`src/rtl/block_stream_decrypter.sv`:
```
`default_nettype none
// ============================================================================
// Module   : block_stream_decrypter
// Brief    : Streams encrypted pixels through an external 64-bit block-cipher
//            core and writes the decrypted pixels to the frame buffer.
//            Define CBC_EN for CBC chaining; ECB otherwise.
// Revision : 1.0
// ============================================================================
module block_stream_decrypter #(
  parameter int PIX_W   = 8,
  parameter int BLK_PIX = 8,
  parameter int ADDR_W  = 15,
  parameter int NUM_PIX = 30625
) (
  input  logic              clk,
  input  logic              reset,
  input  logic              start,
  input  logic [63:0]       key,
  input  logic [63:0]       iv,
  output logic [ADDR_W-1:0] rd_addr,
  input  logic [PIX_W-1:0]  rd_data,
  output logic [ADDR_W-1:0] wr_addr,
  output logic [PIX_W-1:0]  wr_data,
  output logic              wr_en,
  output logic [63:0]       core_msg,
  output logic [63:0]       core_key,
  output logic              core_en,
  input  logic              core_done,
  input  logic [63:0]       core_result,
  output logic              core_ack,
  output logic              busy,
  output logic              done
);

  localparam int                 c_cnt_w       = $clog2(BLK_PIX + 1);
  localparam logic [c_cnt_w-1:0] c_cnt_fetch   = c_cnt_w'(BLK_PIX);
  localparam logic [c_cnt_w-1:0] c_cnt_drain   = c_cnt_w'(BLK_PIX - 1);
  localparam logic [c_cnt_w-1:0] c_cnt_one     = c_cnt_w'(1);
  localparam logic [ADDR_W:0]    c_num_pix     = (ADDR_W + 1)'(NUM_PIX);
  localparam logic [ADDR_W:0]    c_blk_pix     = (ADDR_W + 1)'(BLK_PIX);
  localparam logic [ADDR_W:0]    c_pos_one     = (ADDR_W + 1)'(1);
  localparam logic [ADDR_W-1:0]  c_base_step   = ADDR_W'(BLK_PIX);

  typedef enum logic [2:0] {
    S_IDLE   = 3'd0,
    S_FETCH  = 3'd1,
    S_LAUNCH = 3'd2,
    S_WAIT   = 3'd3,
    S_ACK    = 3'd4,
    S_DRAIN  = 3'd5,
    S_DONE   = 3'd6
  } state_t;

  state_t              r_state;
  state_t              w_state_nxt;
  logic [ADDR_W-1:0]   r_base;
  logic [c_cnt_w-1:0]  r_cnt;
  logic [63:0]         r_msg;
  logic [63:0]         r_out;
  logic [63:0]         w_chain;
  logic [ADDR_W:0]     w_pos;
  logic [PIX_W-1:0]    w_pix_in;
  logic                w_last_blk;
  logic                w_drain_end;

  // Pixel position is one bit wider so the final partial block never wraps.
  assign w_pos       = {1'b0, r_base} + (ADDR_W + 1)'(r_cnt);
  // In FETCH cycle k the data belongs to address w_pos-1, valid if < NUM_PIX.
  assign w_pix_in    = (w_pos <= c_num_pix) ? rd_data : '0;
  assign w_last_blk  = ({1'b0, r_base} + c_blk_pix) >= c_num_pix;
  assign w_drain_end = (r_cnt == c_cnt_drain) || ((w_pos + c_pos_one) >= c_num_pix);

  assign core_msg = r_msg;
  assign core_key = key;

`ifdef CBC_EN
  logic [63:0] r_chain;

  always_ff @(posedge clk or posedge reset) begin
    if (reset) begin
      r_chain <= '0;
    end else if ((r_state == S_IDLE || r_state == S_DONE) && start) begin
      r_chain <= iv;
    end else if (r_state == S_ACK) begin
      r_chain <= r_msg;
    end
  end

  assign w_chain = r_chain;
`else
  logic w_unused_iv;

  assign w_unused_iv = ^iv;
  assign w_chain     = '0;
`endif

  always_ff @(posedge clk or posedge reset) begin
    if (reset) begin
      r_state <= S_IDLE;
    end else begin
      r_state <= w_state_nxt;
    end
  end

  always_comb begin
    w_state_nxt = r_state;
    core_en     = 1'b0;
    core_ack    = 1'b0;
    busy        = 1'b1;
    done        = 1'b0;
    rd_addr     = '0;
    wr_addr     = '0;
    wr_data     = '0;
    wr_en       = 1'b0;
    unique case (r_state)
      S_IDLE: begin
        busy = 1'b0;
        if (start) w_state_nxt = S_FETCH;
      end
      S_DONE: begin
        busy = 1'b0;
        done = 1'b1;
        if (start) w_state_nxt = S_FETCH;
      end
      S_FETCH: begin
        if (r_cnt != c_cnt_fetch) begin
          rd_addr = w_pos[ADDR_W-1:0];
        end else begin
          w_state_nxt = S_LAUNCH;
        end
      end
      S_LAUNCH: begin
        core_en     = 1'b1;
        w_state_nxt = S_WAIT;
      end
      S_WAIT: begin
        if (core_done) w_state_nxt = S_ACK;
      end
      S_ACK: begin
        core_ack    = 1'b1;
        w_state_nxt = S_DRAIN;
      end
      S_DRAIN: begin
        wr_en   = (w_pos < c_num_pix);
        wr_addr = w_pos[ADDR_W-1:0];
        wr_data = r_out[63 -: PIX_W];
        if (w_drain_end) w_state_nxt = w_last_blk ? S_DONE : S_FETCH;
      end
      default: begin
        w_state_nxt = S_IDLE;
      end
    endcase
  end

  // Slots are shifted in from the LSB end so slot 0 lands in the MSBs.
  always_ff @(posedge clk or posedge reset) begin
    if (reset) begin
      r_base <= '0;
      r_cnt  <= '0;
      r_msg  <= '0;
      r_out  <= '0;
    end else begin
      unique case (r_state)
        S_IDLE, S_DONE: begin
          if (start) begin
            r_base <= '0;
            r_cnt  <= '0;
          end
        end
        S_FETCH: begin
          if (r_cnt != '0) r_msg <= (r_msg << PIX_W) | 64'(w_pix_in);
          r_cnt <= (r_cnt == c_cnt_fetch) ? '0 : r_cnt + c_cnt_one;
        end
        S_WAIT: begin
          if (core_done) r_out <= core_result ^ w_chain;
        end
        S_DRAIN: begin
          r_out <= r_out << PIX_W;
          if (w_drain_end) begin
            r_cnt <= '0;
            if (!w_last_blk) r_base <= r_base + c_base_step;
          end else begin
            r_cnt <= r_cnt + c_cnt_one;
          end
        end
        default: begin
        end
      endcase
    end
  end

endmodule
`default_nettype wire
```
`config.mk`:
```
export PLATFORM = sky130hd
export DESIGN_NAME = block_stream_decrypter
export DESIGN_NICKNAME = d
export VERILOG_FILES = /design/src/rtl/block_stream_decrypter.sv
export SDC_FILE = /design/constraint.sdc
export NUM_CORES = 1
export LEC_CHECK = 0
export ABC_AREA = 1
export CAP_MARGIN = 20
export CORE_UTILIZATION = 35
export CTS_CLUSTER_DIAMETER = 200
export CTS_CLUSTER_SIZE = 40
export DETAILED_ROUTE_END_ITERATION = 10
export PLACE_DENSITY = 0.72
export REMOVE_ABC_BUFFERS = 1
export SLEW_MARGIN = 20
export SYNTH_ARGS = -nofsm -noshare
export SYNTH_HDL_FRONTEND = slang
export SYNTH_SLANG_ARGS = --single-unit
export TNS_END_PERCENT = 20
```
`constraint.sdc`:
```
create_clock -name clk -period 4.8 [get_ports clk]
set_input_delay 0.72 -clock clk [delete_from_list [all_inputs] [get_ports clk]]
set_output_delay 0.72 -clock clk [all_outputs]
set_load 0.005 [all_outputs]
```
==> impl_metrics.tcl <==
set metrics [dict create \
    outcome "finished clean" \
    die_h_microns 151.3 \
    worst_pin_slew_ns 0.8627 \
    path_class "register to output pin" \
    ios 375 \
    globalplace.congestion 0.9055 \
    ys_types 37 \
    synth_area_leader_cell "dfrtp_1" \
    grt_usage_pct 26.51 \
    insertion_delay_ns 0.42 \
    fmax_mhz 266.1 \
    synthTopCellsByCount "183 x nand2_1, 147 x dfrtp_1, 135 x nor2_1, 117 x inv_1, 64 x buf_4" \
    final_cells 1367 \
    drtIter0Drc 420 \
    r2r_end "r_out[0]" \
    irDropWorstVdd_uv 332.3 \
    final.setup.worst_slack_ns 1.042 \
    power.switching_w 0.002064 \
    start_util_pct 35.75 \
    worstSetupEndpoint "wr_en" \
    fin_crit_sh_pct 78.28 \
    hold_path_class "register to register" \
    crit_path_end_kind "output pin" \
    core.rowCount 54 \
    cts_buffer_depth 2 \
    ys.flop_type "dfrtp_1" \
    dp_cells 1335 \
    arrival_ns 3.04 \
    avgViaCountPerCell 4.950 \
    path_depth 13 \
    h-tree-depth 4 \
    cts.repair.resized 0 \
    cp-start-kind "register" \
    sw_frac_of_total_pct 36.17 \
    postRouteAntennaNets 0 \
    synth.top_cell.area_share_pct 47.15 \
    clkSlewWorstSetupHoldPaths_ns 0.06 \
    hold_viol 0 \
    intPower_w 0.003643 \
    hold_slack_ns 0.4876 \
    num_vias 6766 \
    portBuffers 182 \
    hold_buffers 0 \
    grt_max_degree 121 \
    synth-edff-count 0 \
    synth_most_common_cell "nand2_1" \
    timing.slew.headroom_pct 42.13 \
    grt_pass1_wl_microns 41800 \
    wl_per_cell_microns 21.99 \
    clockRootBuffer "clkbuf_16" \
    critPathMaxFanout 10 \
    cpPeakStageDelay_ns 0.52 \
    rrSetupSlack_ns 1.50 \
    reg2regPathDepth 9 \
    nFillCells 2131 \
    slowest_stage "dfrtp_1" \
    power_frac_clock_pct 23.7 \
    synthTopCellsByArea "dfrtp_1 47%, nand2_1 8.8%, nor2_1 6.5%" \
    p_total_w 0.005707 \
    place_ws_ns 1.499 \
    die_area_sq_um 22890 \
    post_cts_buffers 0 \
    dr.pass1.iters 5 \
    postSynth.asyncResetShare_pct 100.0 \
    grt_overflow 0 \
    first_global_vias 6097 \
    syn_area_per_cell_sq_um 7.986 \
    skew_ns 0.01056 \
    syn_area_sq_um 7802 \
    rsz0062_at_grt "no" \
    wirelength_microns 30060 \
    fin_crit_ns 3.758 \
    drv_cap 0 \
    synthCells 977 \
    antenna_cells 0 \
    crit_chain "ha_1, nand2_2, inv_2, nand3_1, nand2_1, inv_1, nor2_4, nand2_1, nor2_1, nand3_1, o21ai_1, nor2_1, clkdlybuf4s50_1" \
    final_core_util_pct 45.82 \
    fp.dieW_microns 151.3 \
    yosysWarnings 0 \
    rr_startpoint "r_state[2]" \
    crit_start "r_base[3]" \
    antenna_found_initial 0 \
    p_seq_share_pct 37.2 \
    finalSetupViolations 0 \
    ys_ff_latch 147 \
    cts_buffers 17 \
    nNetsFinal 1283 \
    dpl.hpwl_microns 24240 \
    yosysSeqAreaShare_pct 47.15 \
    cp.required_ns 4.08 \
    cts.sinks 147 \
    leakage_nw 4.490 \
    critPathTopFamily "simple AND/OR/NAND/NOR gates" \
    area_growth_pct 28.16 \
    cts_tree "done" \
    drc 0 \
    maxSlewViolCount 0 \
    p_per_area_nw_per_um2 570.7 \
    coreArea_sq_um 21820 \
    pwr-share-comb_pct 39.1 \
    drive_above_1_share_pct 6.992 \
    crit_buf_inv 3 \
]
==> area by class of cell <==
class | instances | area [sq um] | area share (%)
flip-flops and latches | 147 | 3679 | 36.79
multi-input cells | 598 | 3014 | 30.14
repair buffers | 190 | 1907 | 19.07
inverters | 120 | 455.4 | 4.555
clock buffers | 17 | 425.4 | 4.254
well taps | 280 | 350.3 | 3.504
clock inverters | 15 | 168.9 | 1.689
==> state kept, by name, indices dropped and copies added (netlist names) <==
name      flops
core_msg     64
r_cnt         4
r_out        64
r_state       3
r_base       12
==> layout by cell type (no fill, tap or decap), types with 2 or more instances in the layout <==
cell type,n
a21oi_1,37
a32o_1,8
buf_12,2
buf_4,6
bufinv_16,2
clkbuf_16,17
clkdlybuf4s50_1,182
clkinv_1,2
clkinv_4,3
clkinvlp_4,3
dfrtp_1,147
ha_1,5
inv_1,115
inv_2,2
inv_6,6
mux2_2,8
nand2_1,182
nand2_2,6
nand3_1,35
nand3b_1,9
nand4_1,20
nor2_1,135
nor2_2,6
nor2_4,6
nor3_1,5
o211ai_1,26
o21ai_0,63
o21ai_1,3
o21bai_1,2
o22ai_1,28
xor2_1,5
==> routing by layer <==
layer,wire (microns),global-route usage [%],share of wire (%),up-vias
met5,145,5.227,0.48,-
met4,1199,12.20,4.0,2
met3,5193,20.54,17,39
met2,14120,42.24,47,316
met1,9405,24.39,31,3120
li1,-,-,-,3289
==> how the worst min path moves through the flow <==
stage	startpoint	endpoint	slack, ns	cells after the start
6_report	r_out[47]	r_out[47]	0.49	2
2_1_floorplan	r_out[47]	r_out[47]	0.45	2
3_3_place_gp	r_out[47]	r_out[47]	0.47	2
3_5_place_dp	r_out[47]	r_out[47]	0.47	2
5_1_grt	r_out[47]	r_out[47]	0.50	2
4_1_cts	r_out[47]	r_out[47]	0.49	2
==> logic make-up (layout without fill, tap and decap cells) <==
kind of cell / count (synthesis) / in the layout / share of synthesized area (%)
AO/OA/AOI/OAI: 172 / 172 / 13.17
adder cells (fa/ha/maj): 5 / 5 / 0.8018
buffers and inverters: 232 / 342 / 14.56
AND/OR/NAND/NOR: 408 / 408 / 22.61
multiplexers: 8 / 8 / 1.155
flip-flops: 147 / 147 / 47.15
XOR/XNOR: 5 / 5 / 0.5612
==> through the flow <==
stage / instance area (sq um) / setup TNS (ns)
finish: 10000 / 0
global route: 10000 / 0
CTS: 10000 / 0
detailed placement: 9405 / 0
global placement: 9405 / 0
floorplan: 7117 / -179.56
==> power by group through the flow <==
stage / combinational (W) / clock [W] / sequential (W)
final: 0.00223 / 0.00135 / 0.00213
after global routing: 0.00252 / 0.00143 / 0.00219
after CTS: 0.00225 / 0.00138 / 0.00212
after detailed placement: 0.00224 / 0 / 0.00214
after global placement: 0.00219 / 0 / 0.00212
after floorplan: 0.00125 / 0 / 0.00211
==> worst min-delay path, cell delays in order (launching register included) <==
cell     delay (ns)
dfrtp_1        0.35
nand2_1        0.05
o21ai_0        0.06
(Power assumes the default switching activity.)
